### src/rtl/voice_pkg.sv
// Shared types and widths for the voice allocator and its target picker.
package voice_pkg;

    localparam int RATE_W = 24;
    localparam int NOTE_W = 7;
    localparam int AGE_W  = 8;

    typedef enum logic [1:0] {
        IDLE,
        DECIDE,
        GAP,
        ASSIGN
    } alloc_state_t;

    typedef struct packed {
        logic              on;
        logic [NOTE_W-1:0] note;
        logic [RATE_W-1:0] rate;
        logic [AGE_W-1:0]  age;
    } voice_t;

endpackage

### src/rtl/voice_picker.sv
// Combinational target selection: same-note retrigger, else lowest free voice,
// else the oldest active voice (lowest index wins ties).
module voice_picker
    import voice_pkg::*;
#(
    parameter int NUM_VOICES = 4,
    parameter int IDX_W      = (NUM_VOICES > 1) ? $clog2(NUM_VOICES) : 1
) (
    input  voice_t            voices_i [NUM_VOICES],
    input  logic [NOTE_W-1:0] note_i,
    output logic [IDX_W-1:0]  target_o,
    output logic              hit_same_o,
    output logic              hit_free_o,
    output logic              steal_o
);

    logic             same_found;
    logic             free_found;
    logic [IDX_W-1:0] same_idx;
    logic [IDX_W-1:0] free_idx;
    logic [IDX_W-1:0] old_idx;
    logic [AGE_W-1:0] old_age;

    // Rates play no part in the choice.
    logic [NUM_VOICES-1:0] unused_rate;
    for (genvar gi = 0; gi < NUM_VOICES; gi++) begin : g_unused
        assign unused_rate[gi] = ^voices_i[gi].rate;
    end

    always_comb begin
        same_found = 1'b0;
        free_found = 1'b0;
        same_idx   = '0;
        free_idx   = '0;
        old_idx    = '0;
        old_age    = voices_i[0].age;
        for (int i = 0; i < NUM_VOICES; i++) begin
            if (!same_found && voices_i[i].on && voices_i[i].note == note_i) begin
                same_found = 1'b1;
                same_idx   = IDX_W'(i);
            end
            if (!free_found && !voices_i[i].on) begin
                free_found = 1'b1;
                free_idx   = IDX_W'(i);
            end
            // Strict compare keeps the lowest index on equal ages.
            if (voices_i[i].age > old_age) begin
                old_age = voices_i[i].age;
                old_idx = IDX_W'(i);
            end
        end
        hit_same_o = same_found;
        hit_free_o = !same_found && free_found;
        steal_o    = !same_found && !free_found;
        if (same_found) begin
            target_o = same_idx;
        end else if (free_found) begin
            target_o = free_idx;
        end else begin
            target_o = old_idx;
        end
    end

endmodule

### src/rtl/voice_allocator.sv
// Polyphonic voice scheduler: maps note events onto oscillator voices, forcing a
// one-cycle is_on gap whenever a busy voice is re-assigned.
module voice_allocator #(
    parameter int NUM_VOICES = 4,
    parameter int NOTE_W     = voice_pkg::NOTE_W,
    parameter int RATE_W     = voice_pkg::RATE_W,
    parameter int AGE_W      = voice_pkg::AGE_W
) (
    input  logic                         clk_in,
    input  logic                         rst_in,
    input  logic                         all_off_in,
    input  logic                         ev_valid_in,
    output logic                         ev_ready_out,
    input  logic                         ev_note_on_in,
    input  logic [NOTE_W-1:0]            ev_note_in,
    input  logic [RATE_W-1:0]            ev_rate_in,
    output logic [NUM_VOICES-1:0]        voice_on_out,
    output logic [NUM_VOICES*RATE_W-1:0] voice_rate_out,
    output logic [NUM_VOICES*NOTE_W-1:0] voice_note_out,
    output logic                         steal_out
);
    import voice_pkg::voice_t;
    import voice_pkg::alloc_state_t;
    import voice_pkg::IDLE;
    import voice_pkg::DECIDE;
    import voice_pkg::GAP;
    import voice_pkg::ASSIGN;

    localparam int IDX_W = (NUM_VOICES > 1) ? $clog2(NUM_VOICES) : 1;
    localparam logic [AGE_W-1:0] AGE_MAX = '1;

    alloc_state_t      state_q;
    voice_t            voices_q [NUM_VOICES];
    logic              ev_on_q;
    logic [NOTE_W-1:0] ev_note_q;
    logic [RATE_W-1:0] ev_rate_q;
    logic [IDX_W-1:0]  target_q;
    logic              steal_q;

    logic [IDX_W-1:0]  pick_idx;
    logic              hit_same;
    logic              hit_free;
    logic              pick_steal;
    logic              do_assign;
    logic [IDX_W-1:0]  assign_idx;

    voice_picker #(
        .NUM_VOICES (NUM_VOICES),
        .IDX_W      (IDX_W)
    ) u_picker (
        .voices_i   (voices_q),
        .note_i     (ev_note_q),
        .target_o   (pick_idx),
        .hit_same_o (hit_same),
        .hit_free_o (hit_free),
        .steal_o    (pick_steal)
    );

    assign ev_ready_out = (state_q == IDLE) && !rst_in && !all_off_in;

    // The write for a busy voice lands when leaving GAP so is_on is low for exactly one cycle.
    assign do_assign  = (state_q == GAP) || (state_q == DECIDE && ev_on_q && hit_free);
    assign assign_idx = (state_q == GAP) ? target_q : pick_idx;

    always_ff @(posedge clk_in) begin
        if (rst_in) begin
            state_q   <= IDLE;
            ev_on_q   <= 1'b0;
            ev_note_q <= '0;
            ev_rate_q <= '0;
            target_q  <= '0;
            steal_q   <= 1'b0;
            for (int i = 0; i < NUM_VOICES; i++) begin
                voices_q[i] <= '0;
            end
        end else begin
            steal_q <= 1'b0;
            if (all_off_in) begin
                state_q <= IDLE;
                for (int i = 0; i < NUM_VOICES; i++) begin
                    voices_q[i].on  <= 1'b0;
                    voices_q[i].age <= '0;
                end
            end else begin
                case (state_q)
                    IDLE: begin
                        if (ev_valid_in && ev_ready_out) begin
                            ev_on_q   <= ev_note_on_in;
                            ev_note_q <= ev_note_in;
                            ev_rate_q <= ev_rate_in;
                            state_q   <= DECIDE;
                        end
                    end
                    DECIDE: begin
                        if (!ev_on_q) begin
                            for (int i = 0; i < NUM_VOICES; i++) begin
                                if (voices_q[i].on && voices_q[i].note == ev_note_q) begin
                                    voices_q[i].on <= 1'b0;
                                end
                            end
                            state_q <= IDLE;
                        end else if (hit_free) begin
                            state_q <= IDLE;
                        end else begin
                            voices_q[pick_idx].on <= 1'b0;
                            target_q <= pick_idx;
                            steal_q  <= pick_steal;
                            state_q  <= GAP;
                        end
                    end
                    GAP:     state_q <= ASSIGN;
                    ASSIGN:  state_q <= IDLE;
                    default: state_q <= IDLE;
                endcase

                if (do_assign) begin
                    for (int i = 0; i < NUM_VOICES; i++) begin
                        if (assign_idx == IDX_W'(i)) begin
                            voices_q[i].on   <= 1'b1;
                            voices_q[i].note <= ev_note_q;
                            voices_q[i].rate <= ev_rate_q;
                            voices_q[i].age  <= '0;
                        end else if (voices_q[i].on && voices_q[i].age != AGE_MAX) begin
                            voices_q[i].age <= voices_q[i].age + 1'b1;
                        end
                    end
                end
            end
        end
    end

    for (genvar gi = 0; gi < NUM_VOICES; gi++) begin : g_out
        assign voice_on_out[gi]                     = voices_q[gi].on;
        assign voice_rate_out[gi*RATE_W +: RATE_W]  = voices_q[gi].rate;
        assign voice_note_out[gi*NOTE_W +: NOTE_W]  = voices_q[gi].note;
    end

    assign steal_out = steal_q;

endmodule

### config.mk
export PLATFORM = sky130hd
export DESIGN_NAME = voice_allocator
export DESIGN_NICKNAME = d
export VERILOG_FILES = /design/src/rtl/voice_pkg.sv /design/src/rtl/voice_picker.sv /design/src/rtl/voice_allocator.sv
export SDC_FILE = /design/constraint.sdc
export NUM_CORES = 1
export LEC_CHECK = 0
export ABC_AREA = 1
export BUFFER_PORTS_ARGS = -buffer_cell sky130_fd_sc_hd__clkbuf_2
export CAP_MARGIN = 20
export CORE_MARGIN = 3
export CORE_UTILIZATION = 56
export CTS_BUF_LIST = sky130_fd_sc_hd__clkbuf_4
export DETAILED_ROUTE_END_ITERATION = 8
export GPL_TIMING_DRIVEN = 0
export HOLD_SLACK_MARGIN = 0.15
export PLACE_DENSITY_LB_ADDON = 0.2
export SETUP_SLACK_MARGIN = 0.02
export SLEW_MARGIN = 5
export SYNTH_ARGS = -nofsm -noshare
export SYNTH_HDL_FRONTEND = slang
export SYNTH_SLANG_ARGS = --single-unit
### constraint.sdc
create_clock -name clk_in -period 8.2 [get_ports clk_in]
set_input_delay 1.23 -clock clk_in [delete_from_list [all_inputs] [get_ports clk_in]]
set_output_delay 1.23 -clock clk_in [all_outputs]
set_load 0.02 [all_outputs]
==> impl_metrics.py <==
metrics = {
    "run_status": {
        "status": "finished clean",
    },
    "synth": {
        "synth_fp_nets": 1750,
        "netlist_top_cells_area": "dfxtp_1 35%, nand2_1 13%, buf_4 9.2%",
        "synth_cells": 1686,
        "yosysWarnings": 0,
        "yosys.cell_types.count": 39,
        "synthArstFlopShare_pct": 0,
        "avgSynthCellArea_um2": 6.75,
        "syn_area_um2": 11400,
        "synth_ff_type": "dfxtp_1",
        "ys_ff_latch": 197,
        "synth_largest_area_cell": "dfxtp_1",
        "synth_seq_area_share_pct": 34.6,
        "yosys.area.top_type_share_pct": 34.6,
        "synth-edff-count": 0,
    },
    "worst_setup_path": {
        "cp-end-kind": "register",
        "cp_slowest_cell": "dfxtp_1",
        "cp.arrival_ps": 6020,
        "crit_type": "register to register",
        "crit_start": "voices_q[123]$_SDFFE_PP0P_",
        "ff2ff_path_depth": 32,
        "cp_top_family": "simple AND/OR/NAND/NOR gates",
        "r2r_slack_ps": 2690,
        "r2r-start": "voices_q[123]$_SDFFE_PP0P_",
        "cpMostUsedCell": "nand2_1",
        "path_buf_inv": 5,
        "cp_max_fo": 10,
        "worstSetupStartpointType": "register",
        "r2r_end": "voice_note_out[11]$_SDFFE_PP0P_",
        "cp.required_ps": 8710,
        "critical_path.max_stage_delay_ps": 410,
    },
    "global_route": {
        "grt_max_degree": 20,
        "grt_pass1_vias": 9441,
        "grt_pass1_wl_um": 46500,
        "grt_overflow": 0,
        "grt.total_usage_pct": 25.9,
        "antenna_found_initial": 1,
    },
    "clocking": {
        "clkSinkCount": 197,
        "h-tree-depth": 4,
        "cts_tree": "built",
        "numCtsBuffers": 17,
        "clk_latency_ps": 610,
        "clockBufferDepth": 2,
        "ctsHoldBuffers": 0,
        "cts-root-buf": "clkbuf_4",
        "cts.clk_slew.worst_paths_ps": 170,
        "cts_resized": 0,
        "post_cts.repair.setup_buffers": 0,
    },
    "die": {
        "num_rows": 51,
        "pin_count": 166,
        "die_x_um": 149,
        "start_util_pct": 57.7,
        "chipHeight_um": 149,
        "die_area_um2": 22100,
        "core_area_um2": 19700,
    },
    "placed_design": {
        "hpwl_um": 22000,
        "gp_congestion": 0.873,
        "pre_cts_ws_ps": 2750,
        "portBuffers": 165,
    },
    "timing": {
        "skew_ps": 34.5,
        "fin_crit_sh_pct": 67.3,
        "final-setup-viol-count": 0,
        "rsz0062_at_grt": "false",
        "maxSlewViolCount": 0,
        "slew_headroom_pct": 57.3,
        "postLayoutSetupSlackWorst_ps": 2690,
        "worst_pin_slew_ps": 641,
        "fin_crit_ps": 5510,
        "finalHoldViolCount": 0,
        "max_freq_mhz": 181,
        "setup-tns-final_ps": 0,
    },
    "routing": {
        "drt_first_pass_iters": 5,
        "routedWlPerCell_um": 13.4,
        "postRouteAntennaNets": 0,
        "avgViaCountPerCell": 4.89,
        "drt_iter0_markers": 711,
        "num_vias": 10500,
        "drt_drc_violations_left": 0,
        "drt-total-wl_um": 28800,
    },
    "layout": {
        "layout_common_cells": "400 x nand2_1, 259 x inv_1, 229 x nor2_1",
        "fillCellCount": 1796,
        "drive_above_1_share_pct": 21.9,
        "final_common_cell": "nand2_1",
        "syn2layout_area_growth_pct": 12.8,
        "nets": 1934,
    },
    "worst_hold_path": {
        "hold_path_class": "register to register",
        "holdCritStartpoint": "ev_rate_q[8]$_SDFFE_PP0P_",
        "whs_endpoint": "voice_rate_out[32]$_SDFFE_PP0P_",
        "whs_path_depth": 2,
    },
    "pwr": {
        "p_leak_nw": 6.69,
        "vdd_drop_max_mv": 0.107,
        "power_density_nw_per_um2": 126,
    },
    "run": {
        "cap_violations": 0,
    },
}
metal layers:
layer	track usage, %	wire length (µm)
met2	43.1	13200
met3	4.14	1740
met1	35.8	13500
met4	5.59	397
met5	0	0
report_power, final:
part	leakage, nW	total, W	switching, W	internal (W)
sequential	1.59	0.000975	0.00000739	0.000968
combinational	4.94	0.000112	0.0000773	0.0000348
clock	0.161	0.000532	0.000368	0.000164
total	6.69	0.00162	0.000452	0.00117
how the worst max path moves through the flow:
stage                                            to  slack, ps  cells after the start
global route         voice_note_out[7]$_SDFFE_PP0P_       2130                     33
detailed placement   voice_note_out[7]$_SDFFE_PP0P_       2750                     30
CTS                 voice_note_out[11]$_SDFFE_PP0P_       2740                     32
global placement    voice_rate_out[45]$_SDFFE_PP0P_       2870                     36
finish              voice_note_out[11]$_SDFFE_PP0P_       2690                     32
floorplan           voice_note_out[10]$_SDFFE_PP0P_       3710                     32
layout make-up:
class | count | area (µm²) | share of cell area (%)
Clock inverter | 15 | 165 | 1.29
Tap cell | 265 | 332 | 2.58
Inverter | 273 | 1030 | 8.06
Buffer | 202 | 1430 | 11.1
Sequential cell | 197 | 3940 | 30.7
Antenna cell | 1 | 2.50 | 0.0195
Multi-Input combinational cell | 1014 | 4980 | 38.8
Clock buffer | 17 | 128 | 0.994
Timing Repair Buffer | 165 | 826 | 6.43
kinds of logic after synthesis:
group                    synth area share, %
AO/OA/AOI/OAI                           6.32
XOR/XNOR                                2.31
adder cells (fa/ha/maj)                 3.08
buffers and inverters                   21.6
flip-flops                              34.6
AND/OR/NAND/NOR                         32.0
stage by stage:
step	area (µm²)	total power (W)	std cells	utilization, %	hold WS (ps)
floorplan	11400	0.00107	1686	-	470
global placement	12500	0.00110	2116	63.6	491
detailed placement	12500	0.00111	2116	63.6	490
CTS	12800	0.00163	2148	65.1	511
global route	12800	0.00168	2149	65.1	525
finish	12800	0.00162	2149	65.1	505
cell usage after synthesis (3+ instances only):
master      n
nand2_2     8
nand2_4     3
ha_1       28
buf_1       8
nor2_4      4
inv_2       8
inv_4       4
nand2_1   400
inv_1     259
nand3b_1   16
dfxtp_1   197
buf_6      16
nand3_1    57
nand4_4     5
xnor2_1    10
nor2_1    229
buf_2       9
buf_4     140
nor3_1      8
nor2_2      3
clkbuf_1   28
o21ai_0    50
nand4_1    72
a21oi_1    81
xor2_1     20
nand3_2     5
flip-flops by register name, summed over array words and instances, names as in the netlist, named ones only:
name            count
state_q             1
target_q            2
voice_on_out        4
steal_out           1
ev_on_q             1
ev_note_q           7
voices_q           32
voice_note_out     28
ev_rate_q          24
voice_rate_out     96
worst min-delay path: stages (launching register included):
cell and delay (ps):
dfxtp_1 360, nor2_1 100, nor2_1 50
(Power assumes the default switching activity.)
